File: config.mk
export PLATFORM = sky130hd
export DESIGN_NAME = m32b_8b
export DESIGN_NICKNAME = d
export VERILOG_FILES = /design/src/rtl/m32b_8b.sv
export SDC_FILE = /design/constraint.sdc
export NUM_CORES = 1
export LEC_CHECK = 0
export CAP_MARGIN = 20
export CORE_ASPECT_RATIO = 1.1
export CORE_MARGIN = 1
export CORE_UTILIZATION = 49
export CTS_CLUSTER_DIAMETER = 200
export DETAILED_ROUTE_END_ITERATION = 8
export PLACE_DENSITY = 0.79
export SYNTH_ARGS = -nofsm -noshare
export SYNTH_HDL_FRONTEND = slang
export SYNTH_SLANG_ARGS = --single-unit
File: constraint.sdc
create_clock -name clk_4f -period 1.4 [get_ports clk_4f]
set_input_delay 0.28 -clock clk_4f [delete_from_list [all_inputs] [get_ports clk_4f]]
set_output_delay 0.28 -clock clk_4f [all_outputs]
set_load 0.05 [all_outputs]
File: src/rtl/m32b_8b.sv
// m32b_8b: word-to-byte unpacker. Takes 32-bit words on a valid/ready
// handshake and emits four bytes per word. The stream stays continuous
// across word boundaries: the next word can be accepted in the same cycle
// that the current word's last byte transfers.
module m32b_8b #(
    parameter int MSB_FIRST = 1
) (
    input  logic        clk_4f,
    input  logic        reset,
    input  logic [31:0] data_in,
    input  logic        valid_in,
    output logic        ready_out,
    output logic [7:0]  data_out,
    output logic        valid_out,
    input  logic        ready_in,
    output logic        last_out
);

    logic [31:0] word_q, word_d;
    logic [1:0]  idx_q, idx_d;
    logic [7:0]  data_out_q, data_out_d;
    logic        valid_out_q, valid_out_d;
    logic        last_out_q, last_out_d;

    logic        acc;
    logic        xfer;
    logic [7:0]  in_byte0;
    logic [7:0]  word_bytes [4];

    // Byte k of the held word, in emission order for the chosen byte order.
    for (genvar gi = 0; gi < 4; gi++) begin : g_bytes
        if (MSB_FIRST != 0) begin : g_msb
            assign word_bytes[gi] = word_q[31-8*gi -: 8];
        end else begin : g_lsb
            assign word_bytes[gi] = word_q[8*gi +: 8];
        end
    end

    // Byte 0 comes straight from the incoming word, so it appears one edge after accept.
    assign in_byte0 = (MSB_FIRST != 0) ? data_in[31:24] : data_in[7:0];

    assign xfer      = valid_out_q & ready_in;
    assign ready_out = !reset & (!valid_out_q | (xfer & last_out_q));
    assign acc       = valid_in & ready_out;

    assign data_out  = data_out_q;
    assign valid_out = valid_out_q;
    assign last_out  = last_out_q;

    // Next-state: a new word beats the last-byte drain; otherwise step through the held word.
    always_comb begin
        word_d      = word_q;
        idx_d       = idx_q;
        data_out_d  = data_out_q;
        valid_out_d = valid_out_q;
        last_out_d  = last_out_q;
        if (acc) begin
            word_d      = data_in;
            idx_d       = 2'd1;
            data_out_d  = in_byte0;
            valid_out_d = 1'b1;
            last_out_d  = 1'b0;
        end else if (xfer && !last_out_q) begin
            data_out_d  = word_bytes[idx_q];
            idx_d       = idx_q + 2'd1;
            last_out_d  = (idx_q == 2'd3);
        end else if (xfer && last_out_q) begin
            valid_out_d = 1'b0;
            last_out_d  = 1'b0;
        end
    end

    // State registers; reset discards any partially sent word.
    always_ff @(posedge clk_4f) begin
        if (reset) begin
            word_q      <= 32'h0;
            idx_q       <= 2'd0;
            data_out_q  <= 8'h00;
            valid_out_q <= 1'b0;
            last_out_q  <= 1'b0;
        end else begin
            word_q      <= word_d;
            idx_q       <= idx_d;
            data_out_q  <= data_out_d;
            valid_out_q <= valid_out_d;
            last_out_q  <= last_out_d;
        end
    end

endmodule

==> summary.md, run 1 <==
| Metric | Value |
|---|---|
| Sequential area share after synthesis | `0.4464` |
| Hold bufs inserted after CTS | `0` |
| Crit start category | `flop` |
| Fin area | `2860 um^2` |
| Routed via count | `1623` |
| Failing checks | `negative setup slack` |
| Final Max Slew Viols | `0` |
| Gp weighted congestion | `0.7665` |
| Worst-margin pin slew | `0.2445 ns` |
| Layout cells sized above 1 | `0.2809` |
| Pin count of the biggest net entering global routing | `29` |
| Initial DRC Count | `87` |
| Port bufs | `46` |
| Worst hold margin | `0.3959 ns` |
| Clock transition at path regs | `0.08 ns` |
| Top Layer Used | `met4` |
| Total CTS buffers | `5` |
| VDD IR max | `0.0005592 V` |
| Post-DP HPWL | `2.873 mm` |
| Max Cap Viol | `0` |
| Die area | `4285 um^2` |
| M1 WL | `1.969 mm` |
| Endpoints failing hold | `0` |
| Worst skew pair latency | `0.29 ns` |
| Site row count | `23` |
| Leak Pwr | `1.226 nW` |
| CP max FO | `4` |
| Post-synth top area cell | `dfxtp_1` |
| First-pass GRT wire length | `7.438 mm` |
| Crit Path Category | `reg -> out` |
| Vias per cell | `5.120` |
| Met3 Routed Length | `181 um` |
| Worst hold path startpoint | `valid_in` |
| Final setup viols | `1` |
| Max Fclk | `690.9 MHz` |
| Post-route worst setup slack | `-0.04730 ns` |
| Max-slew headroom | `0.8367` |
| Count of cell types in the netlist | `29` |
| Worst EP arrival | `1.17 ns` |
| Fin crit share | `1.034` |
| Gate Count Post-Synth | `202` |
| Average size of a mapped cell | `9.768 um^2` |
| DP Area | `2694 um^2` |
| Reg2Reg Depth | `5` |
| Slowest library cell on the worst path | `dfxtp_4` |
| Routed len/inst | `13.79 um` |
| R2R setup slack | `0.01 ns` |
| Syn Std Cell Area | `1973 um^2` |
| Worst R2R Start | `valid_out$_SDFFE_PP0P_` |
| Area growth from synthesis to layout | `44.96%` |
| CP endpoint kind | `output pin` |
| Placement Setup Slack | `-0.3532 ns` |
| Status | `finished with violations` |
| Worst path required time | `1.12 ns` |
| Top cell type's share of synthesized area | `0.4464` |
| Total number of yosys warnings | `0` |
| Final nets | `303` |
| Type of the worst min-delay path | `in -> reg` |
| WL met2 | `2.150 mm` |
| Seq cells post-synth | `44` |
| Antenna viol nets, final | `0` |
| Fillers | `263` |
| CTS Sinks | `44` |
| CP peak stage delay | `0.36 ns` |
| CTS H-tree depth | `2` |
| Hold EP | `valid_out$_SDFFE_PP0P_` |
| First drt pass iteration count | `4` |
| Pwr Density | `1020 nW/um^2` |
| Reg2reg end | `data_out[4]$_SDFFE_PP0P_` |
| Congestion Overflow GR | `0` |
| GRT Util Overall | `0.2338` |
| Starting Density | `0.5274` |
| Area of the core | `3741 um^2` |
| IO Count | `47` |
| FF+latch area | `888.4 um^2` |
| Final min period | `1.447 ns` |
| Antenna diodes | `0` |
| Largest cells by area after synthesis | `dfxtp_1, nand2_1, nand3b_1` |
| CP Cell Sequence | `a21bo_4 -> nor2b_4 -> buf_12` |
| DRC viols | `0` |
| Vias in the first global route | `1628` |
| Die X | `62.51 um` |
| Root buffer cell | `clkbuf_8` |
| Initial antenna violation count | `0` |
| Multi-input gate area | `1007 um^2` |
| Hold Path Cell Cnt | `4` |
| Die Ht | `68.56 um` |
| CTS Buffer Depth | `2` |
| Unrepaired setup endpoints after global routing | `true` |
| Syn Nets | `239` |
| Final wirelength | `4.371 mm` |
| TritonCTS clock tree | `done` |
| Final Skew | `0.004568 ns` |
-- synthesized netlist by cell type, drive strengths merged --
cell type,number
a21bo,1
a21oi,3
a22o,7
a311oi,7
and2,1
and2b,1
buf,10
clkbuf,5
dfxtp,44
ha,1
inv,1
mux2i,1
mux4,8
nand2,66
nand3,1
nand3b,25
nor2,10
nor2b,3
nor3,2
o21ai,1
o21ba,2
o22ai,1
xor2,1
-- repair_timing --
item | 4_1_cts | 5_1_grt
resized for setup | 4 | 3
pin swaps | 0 | 1
buffers inserted | 7 | 0
cloned | 0 | 0
setup endpoints to repair | 8 | 34
-- cells in the final DEF, fill, tap and decap left out, drive strengths merged --
cell,instances
a21oi,3
clkbuf,6
mux2i,1
a21bo,1
xor2,1
nor3,2
ha,1
o22ai,1
nand2,66
nand3,1
clkdlybuf4s50,32
dlymetal6s2s,2
dlygate4sd2,1
dfxtp,44
and2,1
a22o,7
nor2b,3
buf,37
mux4,8
inv,1
o21ba,2
and2b,1
o21ai,1
nand3b,25
clkinv,2
nor2,10
a311oi,7
-- critical path: cells and delay by family (launching register included) --
kind / cells / cell delay (ns)
AOI/OAI and AO/OA: 1 / 0.24
buffers and inverters: 1 / 0.14
DFF: 1 / 0.36
and+or+nand+nor: 1 / 0.13
-- report_power, final --
part	internal [mW]	switching (mW)	total [mW]
Combinational	0.397	0.309	0.707
Sequential	1.34	0.0617	1.40
Clock	0.394	0.414	0.808
-- routing by layer --
| layer | track usage | up-vias |
|---|---|---|
| met1 | 0.2705 | 755 |
| met5 | 0 | - |
| met3 | 0.06908 | 6 |
| li1 | - | 819 |
| met2 | 0.3967 | 43 |
| met4 | 0.1279 | 0 |
-- cells by family (layout without fill, tap and decap cells) --
| family | Yosys count | after routing | synth area share |
|---|---|---|---|
| XOR/XNOR | 1 | 1 | 0.004440 |
| buffers and inverters | 16 | 81 | 0.05326 |
| AO/OA/AOI/OAI | 22 | 22 | 0.1129 |
| multiplexers | 9 | 9 | 0.09638 |
| flip-flops | 44 | 44 | 0.4464 |
| adder cells (fa/ha/maj) | 1 | 1 | 0.006340 |
| AND/OR/NAND/NOR | 109 | 109 | 0.2803 |
-- layout make-up --
| type | instances | share of cell area |
|---|---|---|
| Clock inverter | 2 | 0.003500 |
| Timing Repair Buffer | 72 | 0.2817 |
| Multi-Input combinational cell | 142 | 0.3521 |
| Tap cell | 50 | 0.02187 |
| Sequential cell | 44 | 0.3106 |
| Inverter | 1 | 0.001312 |
| Clock buffer | 6 | 0.02887 |
-- worst max path at each step --
stage,startpoint,cells past startpoint,slack (ns),end
5_1_grt,valid_out$_SDFFE_PP0P_,3,-0.08,ready_out
4_1_cts,valid_out$_SDFFE_PP0P_,3,-0.06,ready_out
2_1_floorplan,valid_out$_SDFFE_PP0P_,5,0.006,word_bytes[24]$_SDFFE_PP0P_
3_5_place_dp,ready_in,5,-0.35,data_out[4]$_SDFFE_PP0P_
3_3_place_gp,ready_in,5,-0.29,data_out[7]$_SDFFE_PP0P_
6_report,valid_out$_SDFFE_PP0P_,3,-0.05,ready_out
-- state kept, by name, indices dropped and copies added (netlist names) --
signal	flops
data_out	8
idx_q	2
last_out	1
valid_out	1
word_bytes	32
-- through the flow --
step                instances  power [mW]  TNS (ns)    util
floorplan                 202       1.785         0       -
CTS                       317       2.942  -0.06416  0.7622
global route              317       3.059   -0.2189  0.7645
global placement          302       2.094    -10.70  0.7201
detailed placement        302       2.110    -11.75  0.7201
finish                    317       2.917  -0.04730  0.7645
Note: power is estimated with default switching activity, not from simulation.
==> run 2, diff against run 1 <==
GPL_TIMING_DRIVEN = 0   (was not set)
==> run 2 against run 1 <==
Compared with the run above: utilization shrank 5.2 points; cell area shrank 6.8%; global-route usage shrank 1.3 points; routed wire length shrank 3.5%; worst hold slack lost 0.0037 ns; critical path type unchanged; the flow still finishes with violations (negative setup slack); sequential share of layout area grew 2.3 points; flip-flop and latch count is the same; via count shrank 4.3%.
==> summary.md, run 2 (same netlist as run 1, synthesis figures left out) <==
| Metric | Value |
|---|---|
| Endpoints failing hold | `0 (unchanged)` |
| Initial DRC Count | `53 (-39%)` |
| Final wirelength | `4.217 mm (-3.5%)` |
| Commonest non-fill, non-tap cell in the layout | `nand2_1` |
| Cell Count, Final, Fillers Out | `307 (-3.2%)` |
| VDD IR max | `0.0005662 V (+1.2%)` |
| Hold bufs inserted after CTS | `0 (unchanged)` |
| Multi-input gate area | `1008 um^2 (+0.12%)` |
| Fin util | `0.7124 (-0.05217)` |
| CP Cell Sequence | `a21bo_4 -> nor2b_4 -> buf_6` |
| CP peak stage delay | `0.36 ns (about the same)` |
| GRT Util Overall | `0.2208 (-0.01297)` |
| Worst hold path startpoint | `valid_in` |
| Worst hold margin | `0.3923 ns (-0.003659 ns)` |
| Starting Density | `0.5274 (unchanged)` |
| Post-DP HPWL | `3.048 mm (+6.1%)` |
| Antenna viol nets, final | `0 (unchanged)` |
| Max Cap Viol | `0 (unchanged)` |
| FF+latch area | `889.6 um^2 (+0.14%)` |
| Routed via count | `1553 (-4.3%)` |
| Worst path required time | `1.12 ns (about the same)` |
| Final Skew | `0.004288 ns (-0.0002799 ns)` |
| CTS Buffer Depth | `2 (unchanged)` |
| Final min period | `1.445 ns (-0.002595 ns)` |
| Worst EP arrival | `1.16 ns (about the same)` |
| Root buffer cell | `clkbuf_8` |
| Congestion Overflow GR | `0 (unchanged)` |
| Max Fclk | `692.2 MHz (+0.18%)` |
| CP max FO | `5 (+1)` |
| Die Ht | `68.56 um (unchanged)` |
| Vias per cell | `5.059 (-1.2%)` |
| Fillers | `307 (+17%)` |
| Setup TNS | `-0.04470 ns (+0.002594 ns)` |
| Layout cells sized above 1 | `0.2529 (-0.02798)` |
| Initial antenna violation count | `0 (unchanged)` |
| DRC viols | `0 (unchanged)` |
| Unrepaired setup endpoints after global routing | `true` |
| Final Max Slew Viols | `0 (unchanged)` |
| Worst-margin pin slew | `0.4852 ns (+0.2407 ns)` |
| Port bufs | `46 (unchanged)` |
| Routed len/inst | `13.74 um (-0.38%)` |
| Site row count | `23 (unchanged)` |
| Total power | `2.825 mW (-3.1%)` |
| Leak Pwr | `1.107 nW (-9.7%)` |
| Gp weighted congestion | `0.7470 (-2.5%)` |
| First drt pass iteration count | `4 (unchanged)` |
| Area of the core | `3741 um^2 (unchanged)` |
| Vias in the first global route | `1561 (-4.1%)` |
| Final nets | `294 (-3.0%)` |
| Slowest library cell on the worst path | `dfxtp_4` |
| CP endpoint kind | `output pin` |
| Final setup viols | `1 (unchanged)` |
| Clock transition at path regs | `0.08 ns (about the same)` |
| Worst R2R Start | `idx_q[0]$_SDFFE_PP0P_` |
| DP Area | `2517 um^2 (-6.5%)` |
| Max reg flops | `32 (unchanged)` |
| Cells after DPL | `298 (-1.3%)` |
| Die X | `62.51 um (unchanged)` |
| Failing checks | `negative setup slack` |
| First-pass GRT wire length | `7.120 mm (-4.3%)` |
| Antenna diodes | `0 (unchanged)` |
| Placement Setup Slack | `-0.9548 ns (-0.6015 ns)` |
| IO Count | `47 (unchanged)` |
| Status | `finished with violations` |
| Area growth from synthesis to layout | `35.07%` |
| TritonCTS clock tree | `done` |
| Fin crit share | `1.032 (-0.001853)` |
| Worst skew pair latency | `0.29 ns (about the same)` |
| Max-slew headroom | `0.6765 (-0.1602)` |
| CTS Sinks | `44 (unchanged)` |
| Type of the worst min-delay path | `in -> reg` |
| Crit Path Category | `reg -> out` |
| Crit start category | `flop` |
| Die area | `4285 um^2 (unchanged)` |
| CTS H-tree depth | `2 (unchanged)` |
| Fin area | `2665 um^2 (-6.8%)` |
| Total CTS buffers | `5 (unchanged)` |
| Pin count of the biggest net entering global routing | `13 (-55%)` |
| CP Launch Point | `valid_out$_SDFFE_PP0P_` |
| Most frequent cells in the layout | `nand2_1, dfxtp_1, clkdlybuf4s50_1, nand3b_1` |
| Post-route worst setup slack | `-0.04470 ns (+0.002594 ns)` |
| Pwr Density | `1060 nW/um^2 (+3.9%)` |
==> run 2: changes by cell type in the layout (fill, tap and decap cells not counted), moves of 3 or more <==
cell             before  now
buf_4                21    1
buf_2                 0    4
buf_12               13    1
clkdlybuf4s15_2       0    9
clkbuf_2              0    3
buf_6                 3    7
==> run 2: repair_timing <==
item | in CTS | in global routing
gates resized for setup | 46 | 7
cloned | 0 | 1
endpoints found under the setup margin | 50 | 10
setup buffers | 0 | 1
endpoints found under the hold margin | 0 | 0
==> run 2: report_power, final <==
group	total, mW	switching, mW	internal [mW]
clock network	0.834	0.395	0.439
registers	1.39	0.0516	1.34
logic	0.598	0.296	0.302
==> run 2: worst paths after layout <==
| kind | end | slack (ns) | depth (start not counted) |
|---|---|---|---|
| worst max-delay path | ready_out | -0.04 | 3 |
| worst min-delay path | valid_out$_SDFFE_PP0P_ | 0.39 | 3 |
| worst max register to register | data_out[3]$_SDFFE_PP0P_ | 0.05 | 4 |
| worst min register to register | word_bytes[5]$_SDFFE_PP0P_ | 0.48 | 2 |
==> run 2: per-layer routing <==
| metal | GRT usage | share of wire | vias up | wire, um |
|---|---|---|---|---|
| li1 | - | - | 802 | - |
| met1 | 0.2606 | 0.43 | 696 | 1810 |
| met2 | 0.3940 | 0.50 | 51 | 2129 |
| met3 | 0.05757 | 0.053 | 4 | 222 |
| met4 | 0.07849 | 0.013 | 0 | 55 |
| met5 | 0 | 0 | - | 0 |
==> run 2: critical path, delay by kind of cell (launching register included) <==
kind / cells / cell delay (ns)
compound gates: 1 / 0.24
buf+inv: 1 / 0.14
flops: 1 / 0.36
simple gates: 1 / 0.12
==> run 2: final cells by class <==
class	count	share of cell area
Sequential cell	44	0.3338
Inverter	1	0.001408
Clock buffer	7	0.03615
Multi-Input combinational cell	142	0.3784
Tap cell	50	0.02347
Timing Repair Buffer	48	0.1789
Buffer	15	0.04789
==> run 3, diff against run 2 <==
CORE_UTILIZATION = 55   (was 49)
DONT_BUFFER_PORTS = 1   (was not set)
PLACE_DENSITY = 0.7   (was 0.79)
==> run 3 against run 2 <==
Compared with the run above: the run still ends with negative setup slack left; first-iteration DRC count is 53% higher; flip-flop and latch count unchanged; largest cell class unchanged; clock power is 23% lower; largest power group unchanged.
==> summary.md, run 3 (same netlist as run 1, synthesis figures left out) <==
| Metric | Value |
|---|---|
| Comb pwr share | `0.187 (-0.025)` |
| WL met2 | `2.611 mm (+23%)` |
| Area of the core | `3386 um^2 (-9.5%)` |
| Port bufs | `0 (-100%)` |
| Area growth from synthesis to layout | `26.95%` |
| Internal | `1.856 mW (-11%)` |
| CTS Buffer Depth | `2 (unchanged)` |
| Fin util | `0.7398 (+0.02746)` |
| Layout cells sized above 1 | `0.3628 (+0.1099)` |
| Vias in the first global route | `1558 (-0.19%)` |
| Max Cap Viol | `0 (unchanged)` |
| Crit Path Category | `reg -> out` |
| DRC viols | `0 (unchanged)` |
| CP delay by family, top | `flip-flops` |
| Leak Pwr | `1.049 nW (-5.2%)` |
| Top Layer Used | `met4` |
| Site row count | `22 (-4.3%)` |
| Die X | `59.11 um (-5.4%)` |
| Endpoints failing hold | `0 (unchanged)` |
| Type of the worst min-delay path | `in -> reg` |
| Slowest library cell on the worst path | `dfxtp_4` |
| Gp weighted congestion | `0.7785 (+4.2%)` |
| Die Ht | `64.82 um (-5.4%)` |
| Unrepaired setup endpoints after global routing | `true` |
| Congestion Overflow GR | `0 (unchanged)` |
| Met3 Routed Length | `391 um (+76%)` |
| Pin count of the biggest net entering global routing | `13 (unchanged)` |
| Clock transition at path regs | `0.13 ns (+0.05 ns)` |
| Antenna diodes | `0 (unchanged)` |
| Final wirelength | `4.966 mm (+18%)` |
| Final Max Slew Viols | `0 (unchanged)` |
| First-pass GRT wire length | `7.424 mm (+4.3%)` |
| Failing checks | `negative setup slack` |
| Routed len/inst | `18.12 um (+32%)` |
| First drt pass iteration count | `4 (unchanged)` |
| Final min period | `1.605 ns (+0.1604 ns)` |
| Vias per cell | `5.774 (+14%)` |
| Most frequent cells in the layout | `nand2_1, dfxtp_1, nand3b_1, nand2_2, buf_6` |
| GRT Util Overall | `0.2634 (+0.04260)` |
| Fillers | `252 (-18%)` |
| Crit start category | `flop` |
| TritonCTS clock tree | `done` |
| Antenna viol nets, final | `0 (unchanged)` |
| CTS Sinks | `44 (unchanged)` |
| CP peak stage delay | `0.43 ns (+0.07 ns)` |
| Total power | `2.618 mW (-7.3%)` |
| VDD IR max | `0.0006762 V (+19%)` |
| CP Cell Sequence | `a21bo_4 -> nor2b_4` |
| Clock power frac | `0.246 (-0.049)` |
| Max reg flops | `32 (unchanged)` |
| Final Skew | `0.01639 ns (+0.01210 ns)` |
| Routed via count | `1582 (+1.9%)` |
| M1 WL | `1.903 mm (+5.1%)` |
| Worst-margin pin slew | `0.5210 ns (+0.03579 ns)` |
| Post-DP HPWL | `3.113 mm (+2.1%)` |
| Sequential share of power | `0.567 (+0.074)` |
| Root buffer cell | `clkbuf_4` |
| Total CTS buffers | `5 (unchanged)` |
| Worst path required time | `1.12 ns (about the same)` |
| CTS H-tree depth | `2 (unchanged)` |
| Pwr Density | `1045 nW/um^2 (-1.4%)` |
| Post-route worst setup slack | `-0.2051 ns (-0.1604 ns)` |
| Final nets | `262 (-11%)` |
| Die area | `3832 um^2 (-11%)` |
| Commonest non-fill, non-tap cell in the layout | `nand2_1` |
| Worst hold margin | `0.007935 ns (-0.3843 ns)` |
| Switching portion of total power | `0.2909 (+0.02814)` |
| IO Count | `47 (unchanged)` |
| Initial antenna violation count | `0 (unchanged)` |
| Worst skew pair latency | `0.36 ns (+0.07 ns)` |
| Starting Density | `0.5828 (+0.05535)` |
| CP max FO | `5 (unchanged)` |
| Final setup viols | `41 (+40)` |
| Fin crit share | `1.146 (+0.1146)` |
| Switching power | `0.7615 mW (+2.6%)` |
| Max Fclk | `623.0 MHz (-10%)` |
| Number of buffers and inverters on the critical path | `0 (-1)` |
| CP endpoint kind | `output pin` |
| Worst EP arrival | `1.33 ns (+0.17 ns)` |
| Status | `finished with violations` |
| Initial DRC Count | `81 (+53%)` |
| Max-slew headroom | `0.6522 (-0.02434)` |
## run 3: cell types whose count changed in the layout (fill, tap and decap cells not counted), sizes merged
cell,previous run,this run
and2,1,2
buf,13,20
clkbuf,13,18
clkdlybuf4s15,9,0
clkdlybuf4s50,32,0
dlygate4sd2,3,0
## run 3: final timing paths
check                             startpoint                     endpoint  slack [ns]  depth (start not counted)
setup / recovery      valid_out$_SDFFE_PP0P_                    ready_out       -0.21                          2
hold / removal                   data_in[16]  word_bytes[16]$_SDFFE_PP0P_       0.008                          2
setup reg to reg      valid_out$_SDFFE_PP0P_  word_bytes[24]$_SDFFE_PP0P_       -0.13                          5
hold reg to reg   word_bytes[4]$_SDFFE_PP0P_   word_bytes[4]$_SDFFE_PP0P_        0.47                          2
## run 3: per-stage QoR
stage	setup TNS, ns	setup slack, ns	std cells	area [um^2]
after floorplan	0	0.005738	202	1994
after detailed placement	-2.494	-0.1246	250	2054
after CTS	-4.142	-0.1976	269	2365
final	-2.619	-0.2051	274	2505
after global placement	-1.516	-0.08219	250	2054
after global routing	-3.833	-0.2378	274	2505
## run 3: per-layer routing
layer / vias to the layer above / track usage
met5: - / 0
met4: 0 / 0.09226
met3: 8 / 0.05988
met2: 76 / 0.4460
met1: 757 / 0.3247
li1: 741 / -
## run 3: cell type report
type	count	area [um^2]	area share
timing repair buffer	16	235.2	0.09391
tap	48	60.06	0.02398
sequential	44	888.4	0.3546
clock buffer	8	58.81	0.02348
inverter	1	3.754	0.001499
multi-input combinational	143	1086	0.4336
buffer	14	172.7	0.06893
## run 3: power by group through the flow
stage               combinational, mW  sequential [mW]  clock (mW)
finish                          0.489             1.48       0.645
global route                    0.527             1.49       0.716
global placement                0.335             1.50           0
CTS                             0.441             1.48       0.648
detailed placement              0.350             1.51           0
floorplan                       0.295             1.49           0
## run 3: timing repair
item | CTS | global route
cloned | 3 | 4
hold buffers | 0 | 0
setup buffers | 9 | 2
endpoints found under the setup margin | 37 | 43
pin swaps | 18 | 13
resized for setup | 29 | 23
